File: config.mk
export PLATFORM = sky130hd
export DESIGN_NAME = lvds_link_ctrl
export DESIGN_NICKNAME = d
export VERILOG_FILES = /design/src/rtl/lvds_link_pkg.sv /design/src/rtl/lvds_link_rx.sv /design/src/rtl/lvds_link_ctrl.sv
export SDC_FILE = /design/constraint.sdc
export NUM_CORES = 1
export LEC_CHECK = 0
export ABC_AREA = 1
export BUFFER_PORTS_ARGS = -buffer_cell sky130_fd_sc_hd__buf_2
export CORE_UTILIZATION = 57
export DETAILED_ROUTE_END_ITERATION = 10
export GPL_ROUTABILITY_DRIVEN = 0
export PLACE_DENSITY = 0.84
export SYNTH_ARGS = -nofsm -noshare
export SYNTH_HDL_FRONTEND = slang
export SYNTH_SLANG_ARGS = --single-unit
File: constraint.sdc
create_clock -name clk -period 2.05 [get_ports clk]
set_input_delay 0.615 -clock clk [delete_from_list [all_inputs] [get_ports clk]]
set_output_delay 0.615 -clock clk [all_outputs]
set_load 0.02 [all_outputs]
File: src/rtl/lvds_link_pkg.sv
// Shared definitions for the LVDS serial link controller.
// Holds the frame header codes and the TX/RX state encodings.
package lvds_link_pkg;

    localparam logic [1:0] HDR_DATA = 2'b10;
    localparam logic [1:0] HDR_CTRL = 2'b01;

    typedef enum logic {
        TX_TRAIN = 1'b0,
        TX_RUN   = 1'b1
    } tx_state_e;

    typedef enum logic [1:0] {
        RX_HUNT   = 2'd0,
        RX_CHECK  = 2'd1,
        RX_LOCKED = 2'd2
    } rx_state_e;

endpackage

File: src/rtl/lvds_link_rx.sv
// Receive side of the LVDS link: frame alignment, lock tracking, payload output.
// Ports:
//   clk, rst_n          clock, synchronous active-low reset
//   rx_bit              serial input, already synchronous to clk
//   m_data, m_valid     received payload and its one-cycle strobe
//   link_up             high while aligned (LOCKED)
//   err_cnt, data_cnt   saturating statistics (only built with LVDS_LINK_STATS_EN)
module lvds_link_rx
    import lvds_link_pkg::*;
#(
    parameter int unsigned       WORD_W       = 8,
    parameter logic [WORD_W-1:0] SYNC_WORD    = WORD_W'(8'hBC),
    parameter int unsigned       LOCK_MATCHES = 4,
    parameter int unsigned       ERR_LIMIT    = 3
) (
    input  logic              clk,
    input  logic              rst_n,
    input  logic              rx_bit,
    output logic [WORD_W-1:0] m_data,
    output logic              m_valid,
    output logic              link_up,
    output logic [15:0]       err_cnt,
    output logic [15:0]       data_cnt
);

    localparam int unsigned F    = WORD_W + 2;
    localparam int unsigned PH_W = $clog2(F);
    localparam int unsigned MC_W = $clog2(LOCK_MATCHES + 1);
    localparam int unsigned EC_W = $clog2(ERR_LIMIT + 1);
    localparam logic [F-1:0]    SYNC_FRAME = {HDR_CTRL, SYNC_WORD};
    localparam logic [PH_W-1:0] LAST_PH    = PH_W'(F - 1);

    rx_state_e        st_q, st_d;
    logic [F-2:0]     sr_q;
    logic [F-1:0]     win;
    logic [1:0]       hdr;
    logic [PH_W-1:0]  ph_q, ph_d;
    logic [MC_W-1:0]  mc_q, mc_d;
    logic [EC_W-1:0]  run_q, run_d;
    logic             frame_end, sync_hit, take_data, bad_hdr;
    logic [WORD_W-1:0] m_data_q;
    logic             m_valid_q, link_up_q;

    // F-bit window: stored history plus the bit on the wire now, so a frame is
    // judged in the cycle its last bit arrives.
    assign win       = {sr_q, rx_bit};
    assign hdr       = win[F-1 -: 2];
    assign sync_hit  = (win == SYNC_FRAME);
    assign frame_end = (ph_q == LAST_PH);

    // State register
    always_ff @(posedge clk) begin
        if (!rst_n) st_q <= RX_HUNT;
        else        st_q <= st_d;
    end

    // Output/strobe decode for the locked frame checks
    always_comb begin
        take_data = 1'b0;
        bad_hdr   = 1'b0;
        if (st_q == RX_LOCKED && frame_end) begin
            take_data = (hdr == HDR_DATA);
            bad_hdr   = (hdr != HDR_DATA) && (hdr != HDR_CTRL);
        end
    end

    // Next-state logic
    always_comb begin
        st_d  = st_q;
        ph_d  = frame_end ? '0 : ph_q + PH_W'(1);
        mc_d  = mc_q;
        run_d = run_q;
        case (st_q)
            RX_HUNT: begin
                // The matching cycle is treated as frame end; next bit starts a frame.
                if (sync_hit) begin
                    st_d = RX_CHECK;
                    ph_d = '0;
                    mc_d = MC_W'(1);
                end
            end
            RX_CHECK: begin
                if (frame_end) begin
                    if (!sync_hit) begin
                        st_d = RX_HUNT;
                    end else if (mc_q == MC_W'(LOCK_MATCHES)) begin
                        // Lock on the LOCK_MATCHES-th SYNC following the hunting match.
                        st_d  = RX_LOCKED;
                        run_d = '0;
                    end else begin
                        mc_d = mc_q + MC_W'(1);
                    end
                end
            end
            RX_LOCKED: begin
                if (frame_end) begin
                    if (bad_hdr) begin
                        if (run_q == EC_W'(ERR_LIMIT - 1)) begin
                            st_d  = RX_HUNT;
                            run_d = '0;
                        end else begin
                            run_d = run_q + EC_W'(1);
                        end
                    end else begin
                        run_d = '0;
                    end
                end
            end
            default: st_d = RX_HUNT;
        endcase
    end

    // Datapath and registered outputs
    always_ff @(posedge clk) begin
        if (!rst_n) begin
            sr_q      <= '0;
            ph_q      <= '0;
            mc_q      <= '0;
            run_q     <= '0;
            m_data_q  <= '0;
            m_valid_q <= 1'b0;
            link_up_q <= 1'b0;
        end else begin
            sr_q      <= win[F-2:0];
            ph_q      <= ph_d;
            mc_q      <= mc_d;
            run_q     <= run_d;
            m_valid_q <= take_data;
            if (take_data) m_data_q <= win[WORD_W-1:0];
            link_up_q <= (st_d == RX_LOCKED);
        end
    end

    assign m_data  = m_data_q;
    assign m_valid = m_valid_q;
    assign link_up = link_up_q;

`ifdef LVDS_LINK_STATS_EN
    logic [15:0] err_cnt_q, data_cnt_q;

    // Saturating statistics, only advanced while locked
    always_ff @(posedge clk) begin
        if (!rst_n) begin
            err_cnt_q  <= '0;
            data_cnt_q <= '0;
        end else begin
            if (bad_hdr && err_cnt_q != 16'hFFFF)     err_cnt_q  <= err_cnt_q + 16'd1;
            if (take_data && data_cnt_q != 16'hFFFF)  data_cnt_q <= data_cnt_q + 16'd1;
        end
    end

    assign err_cnt  = err_cnt_q;
    assign data_cnt = data_cnt_q;
`else
    assign err_cnt  = '0;
    assign data_cnt = '0;
`endif

endmodule

File: src/rtl/lvds_link_ctrl.sv
// LVDS serial link controller: TX framer/trainer plus the RX aligner sub-module.
// Frames are MSB first: 2-bit header then WORD_W payload bits.
// Ports:
//   clk, rst_n           clock, synchronous active-low reset
//   s_data/s_valid/s_ready  TX payload handshake (s_ready once per frame in RUN)
//   tx_retrain           one-cycle request for a new training burst
//   tx_bit, tx_trained   serial output, TX past training
//   rx_bit               serial input
//   m_data/m_valid       received payload
//   link_up              RX locked
//   err_cnt, data_cnt    statistics, built only when LVDS_LINK_STATS_EN is defined
module lvds_link_ctrl
    import lvds_link_pkg::*;
#(
    parameter int unsigned       WORD_W       = 8,
    parameter logic [WORD_W-1:0] SYNC_WORD    = WORD_W'(8'hBC),
    parameter logic [WORD_W-1:0] IDLE_WORD    = WORD_W'(8'h3C),
    parameter int unsigned       TRAIN_FRAMES = 16,
    parameter int unsigned       LOCK_MATCHES = 4,
    parameter int unsigned       ERR_LIMIT    = 3
) (
    input  logic              clk,
    input  logic              rst_n,
    input  logic [WORD_W-1:0] s_data,
    input  logic              s_valid,
    output logic              s_ready,
    input  logic              tx_retrain,
    output logic              tx_bit,
    output logic              tx_trained,
    input  logic              rx_bit,
    output logic [WORD_W-1:0] m_data,
    output logic              m_valid,
    output logic              link_up,
    output logic [15:0]       err_cnt,
    output logic [15:0]       data_cnt
);

    localparam int unsigned F     = WORD_W + 2;
    localparam int unsigned BIT_W = $clog2(F);
    localparam int unsigned FRM_W = $clog2(TRAIN_FRAMES + 1);
    localparam logic [F-1:0]     SYNC_FRAME = {HDR_CTRL, SYNC_WORD};
    localparam logic [F-1:0]     IDLE_FRAME = {HDR_CTRL, IDLE_WORD};
    localparam logic [BIT_W-1:0] LAST_BIT   = BIT_W'(F - 1);

    tx_state_e        tx_state_q, tx_state_d;
    logic [BIT_W-1:0] bitcnt_q;
    logic [FRM_W-1:0] frm_cnt_q, frm_cnt_d;
    logic             retrain_pend_q, retrain_pend_d;
    logic [F-1:0]     tx_sr_q;
    logic [F-1:0]     next_frame;
    logic             tx_bit_q, tx_trained_q;
    logic             frame_end, hs;

    assign frame_end = (bitcnt_q == LAST_BIT);
    assign hs        = s_valid && s_ready;

    // State register
    always_ff @(posedge clk) begin
        if (!rst_n) tx_state_q <= TX_TRAIN;
        else        tx_state_q <= tx_state_d;
    end

    // Next-state and next-frame selection, decided only at frame boundaries
    always_comb begin
        tx_state_d     = tx_state_q;
        frm_cnt_d      = frm_cnt_q;
        retrain_pend_d = retrain_pend_q | tx_retrain;
        next_frame     = IDLE_FRAME;
        if (frame_end) begin
            if (hs) begin
                // An accepted payload always goes out; a pending retrain waits a frame.
                next_frame = {HDR_DATA, s_data};
            end else if (retrain_pend_d) begin
                tx_state_d     = TX_TRAIN;
                frm_cnt_d      = '0;
                retrain_pend_d = 1'b0;
                next_frame     = SYNC_FRAME;
            end else if (tx_state_q == TX_TRAIN) begin
                if (frm_cnt_q == FRM_W'(TRAIN_FRAMES - 1)) begin
                    tx_state_d = TX_RUN;
                    frm_cnt_d  = '0;
                    next_frame = IDLE_FRAME;
                end else begin
                    frm_cnt_d  = frm_cnt_q + FRM_W'(1);
                    next_frame = SYNC_FRAME;
                end
            end
        end
    end

    // Output decode: payload slot offered on the last bit of each RUN frame
    always_comb begin
        s_ready = (tx_state_q == TX_RUN) && frame_end;
    end

    // Serializer datapath; tx_sr_q holds the bits still to be sent, next one at MSB
    always_ff @(posedge clk) begin
        if (!rst_n) begin
            bitcnt_q       <= '0;
            frm_cnt_q      <= '0;
            retrain_pend_q <= 1'b0;
            tx_sr_q        <= SYNC_FRAME << 1;
            tx_bit_q       <= 1'b0;
            tx_trained_q   <= 1'b0;
        end else begin
            frm_cnt_q      <= frm_cnt_d;
            retrain_pend_q <= retrain_pend_d;
            tx_trained_q   <= (tx_state_d == TX_RUN);
            if (frame_end) begin
                bitcnt_q <= '0;
                tx_bit_q <= next_frame[F-1];
                tx_sr_q  <= next_frame << 1;
            end else begin
                bitcnt_q <= bitcnt_q + BIT_W'(1);
                tx_bit_q <= tx_sr_q[F-1];
                tx_sr_q  <= tx_sr_q << 1;
            end
        end
    end

    assign tx_bit     = tx_bit_q;
    assign tx_trained = tx_trained_q;

    lvds_link_rx #(
        .WORD_W       (WORD_W),
        .SYNC_WORD    (SYNC_WORD),
        .LOCK_MATCHES (LOCK_MATCHES),
        .ERR_LIMIT    (ERR_LIMIT)
    ) u_rx (
        .clk      (clk),
        .rst_n    (rst_n),
        .rx_bit   (rx_bit),
        .m_data   (m_data),
        .m_valid  (m_valid),
        .link_up  (link_up),
        .err_cnt  (err_cnt),
        .data_cnt (data_cnt)
    );

endmodule

==> results.json <==
{
  "pin_count": 58,
  "cts_buffer_depth": 2,
  "busiest_layer": "met2",
  "startpoint": "bitcnt_q[1]",
  "synth_cells": 308,
  "ys.flop_type": "dfxtp_1",
  "startpoint_type": "register",
  "clk_latency_ps": 300,
  "vias": 1796,
  "slew_viol_final": 0,
  "rsz0062_at_grt": "false",
  "num_rows": 23,
  "hp-start": "tx_sr_q[9]",
  "synth_area_um2": 2420,
  "antenna_left": 0,
  "hold_class": "register to register",
  "global_route.usage.met3_pct": 4.79,
  "drive_above_1_share_pct": 14.8,
  "initial_utilization_pct": 60.0,
  "status": "completed",
  "cp.required_ps": 1430,
  "ys_ff_latch": 51,
  "finClkSkew_ps": 6.47,
  "cts.sinks": 51,
  "grt_pass1_wl_um": 6160,
  "fmax_mhz": 515,
  "endpoint_kind": "output pin",
  "antenna_found_initial": 0,
  "cellPowerDensity_nw_per_um2": 674,
  "finalPower_mw": 1.72,
  "synth-seq-area-share_pct": 42.3,
  "critical_path_class": "register to output pin",
  "cp.arrival_ps": 1330,
  "htreeDepth": 2,
  "crit_family": "flip-flops",
  "cts_made_buffers": 5,
  "clk_transition_reported_paths_ps": 90,
  "crit_buf_inv": 2,
  "fin_nets": 361,
  "leakagePower_nw": 1.29,
  "vias_per_cell": 4.63,
  "dr.pass1.iters": 4,
  "synth_edf_count": 0,
  "die_area_um2": 4500,
  "wl_per_cell_um": 9.52,
  "ys_warn_count": 0,
  "tns_ps": 0,
  "holdPathEnd": "tx_bit",
  "worstPathCellList": "inv_1 -> ha_1 -> nand3_2 -> nor2_2 -> buf_2",
  "whs_path_depth": 2,
  "cts_root_buf": "clkbuf_8",
  "cts_tree": "yes",
  "ir_drop_v": 0.000635,
  "r2r_end": "tx_sr_q[5]",
  "grt_use_total_pct": 18.2,
  "slowest_stage": "dfxtp_1",
  "synth_top_family_by_area": "simple AND/OR/NAND/NOR gates",
  "min_period_ps": 1940,
  "synth_area_leader_cell": "dfxtp_1",
  "synthSimpleGateAreaFrac_pct": 25.4,
  "portBuffers": 25,
  "synth.most_common_cell": "nor2_1",
  "grt_max_degree": 18,
  "met2_usage_pct": 31.6,
  "setup_violations": 0,
  "synth_adder_area_share_pct": 5.70,
  "synth_top_area_share_pct": 42.3,
  "hold_buffers": 0,
  "ys_types": 31,
  "antenna_cells": 0,
  "crit_path_max_incr_delay_ps": 340,
  "nFillCells": 364,
  "routed_wl_um": 3690,
  "synth_xor_area_share_pct": 1.81,
  "drtIter0Drc": 75,
  "finalCritPeriodShare_pct": 94.7,
  "crit_fanout": 6,
  "grt_pass1_vias": 1575,
  "r2r_start": "bitcnt_q[1]",
  "core_um2": 4030,
  "drv_cap": 0,
  "dp_hpwl_um": 2830,
  "synth_area_leaders": "dfxtp_1 42%, buf_4 9.9%, nor2_1 8.2%",
  "die_w_um": 67.1,
  "worstRegToRegCells": 7,
  "synth_mux_area_share_pct": 0,
  "synth.avg_cell_area_um2": 7.84,
  "drc": 0,
  "gr-total-overflow": 0,
  "area_delta_synth_final_pct": 5.80,
  "use_met1_pct": 20.3,
  "synth-async-reset-ratio_pct": 0,
  "reg2reg_slack_ps": 450,
  "die_h_um": 67.1,
  "synthTopCellsByCount": "53 x nor2_1, 51 x dfxtp_1, 49 x nand2_1",
  "synth_compound_area_share_pct": 7.09,
  "hold_violations": 0
}
worst max path at each step:
stage	end	slack (ps)	cells past startpoint
6_report	s_ready	110	5
5_1_grt	s_ready	30	5
4_1_cts	s_ready	20	4
3_5_place_dp	frm_cnt_q[0]	350	8
3_3_place_gp	frm_cnt_q[0]	390	8
2_1_floorplan	s_ready	460	3
placed cells by master, fill, tap and decap left out, types with 2 or more instances in the layout:
cell,instances
nand2_1,49
o21ai_0,10
inv_2,2
nand4_1,4
nor2_1,52
a21oi_1,11
clkinvlp_4,2
xor2_1,2
buf_2,25
clkbuf_8,5
nor3_1,6
dfxtp_1,50
ha_1,11
o22a_1,4
conb_1,32
xnor2_1,3
inv_1,37
a22o_1,2
buf_4,2
nand3_2,2
nand2_2,3
nand3_1,12
worst register-to-register path: cells and delay by family (launching register included):
family,cells,cell delay (ps)
DFF,1,360
adders and majority gates,1,180
buffers and inverters,3,310
and+or+nand+nor,2,420
AOI/OAI and AO/OA,1,220
state kept, by name (all words and copies together) (netlist names), 2 cells and up:
name	count
u_rx.sr_q	9
frm_cnt_q	5
u_rx.m_data	8
u_rx.mc_q	3
u_rx.run_q	2
u_rx.ph_q	4
tx_sr_q	9
bitcnt_q	4
u_rx.st_q	2
what timing repair did:
item,4_1_cts,5_1_grt
buffers inserted,0,0
resized for setup,0,2
endpoints found under the hold margin,0,0
setup endpoints to repair,0,1
routing by layer:
metal / vias up / share of wire (%)
met4: 0 / 1.2
met2: 40 / 50
li1: 953 / -
met1: 797 / 45
met3: 6 / 4.3
met5: - / 0
where the power goes:
part	internal (mW)	total (mW)	switching (mW)
registers	1.01	1.03	0.0134
logic	0.0345	0.134	0.0990
clock network	0.238	0.562	0.324
layout make-up:
type	count	area (um2)	area share (%)
Tap cell	50	62.6	2.45
Timing Repair Buffer	27	140	5.48
Inverter	40	153	5.97
Clock buffer	5	68.8	2.69
Sequential cell	51	1020	40.0
Multi-Input combinational cell	212	1090	42.6
Clock inverter	3	20.0	0.783
cells by family after synthesis:
kind of cell,count (synthesis)
buffers and inverters,76
XOR/XNOR,5
flip-flops,51
adder cells (fa/ha/maj),11
other,1
AND/OR/NAND/NOR,135
AO/OA/AOI/OAI,29
metrics by stage:
step	util [%]	instances	area (um2)	setup WS (ps)	hold WS, ps
floorplan	-	339	2530	458	404
global placement	61.1	380	2460	387	420
detailed placement	61.1	380	2460	345	421
CTS	63.4	388	2550	16.8	443
global route	63.4	388	2560	33.0	457
finish	63.4	388	2560	108	440
Power figures use the tool's default switching activity.
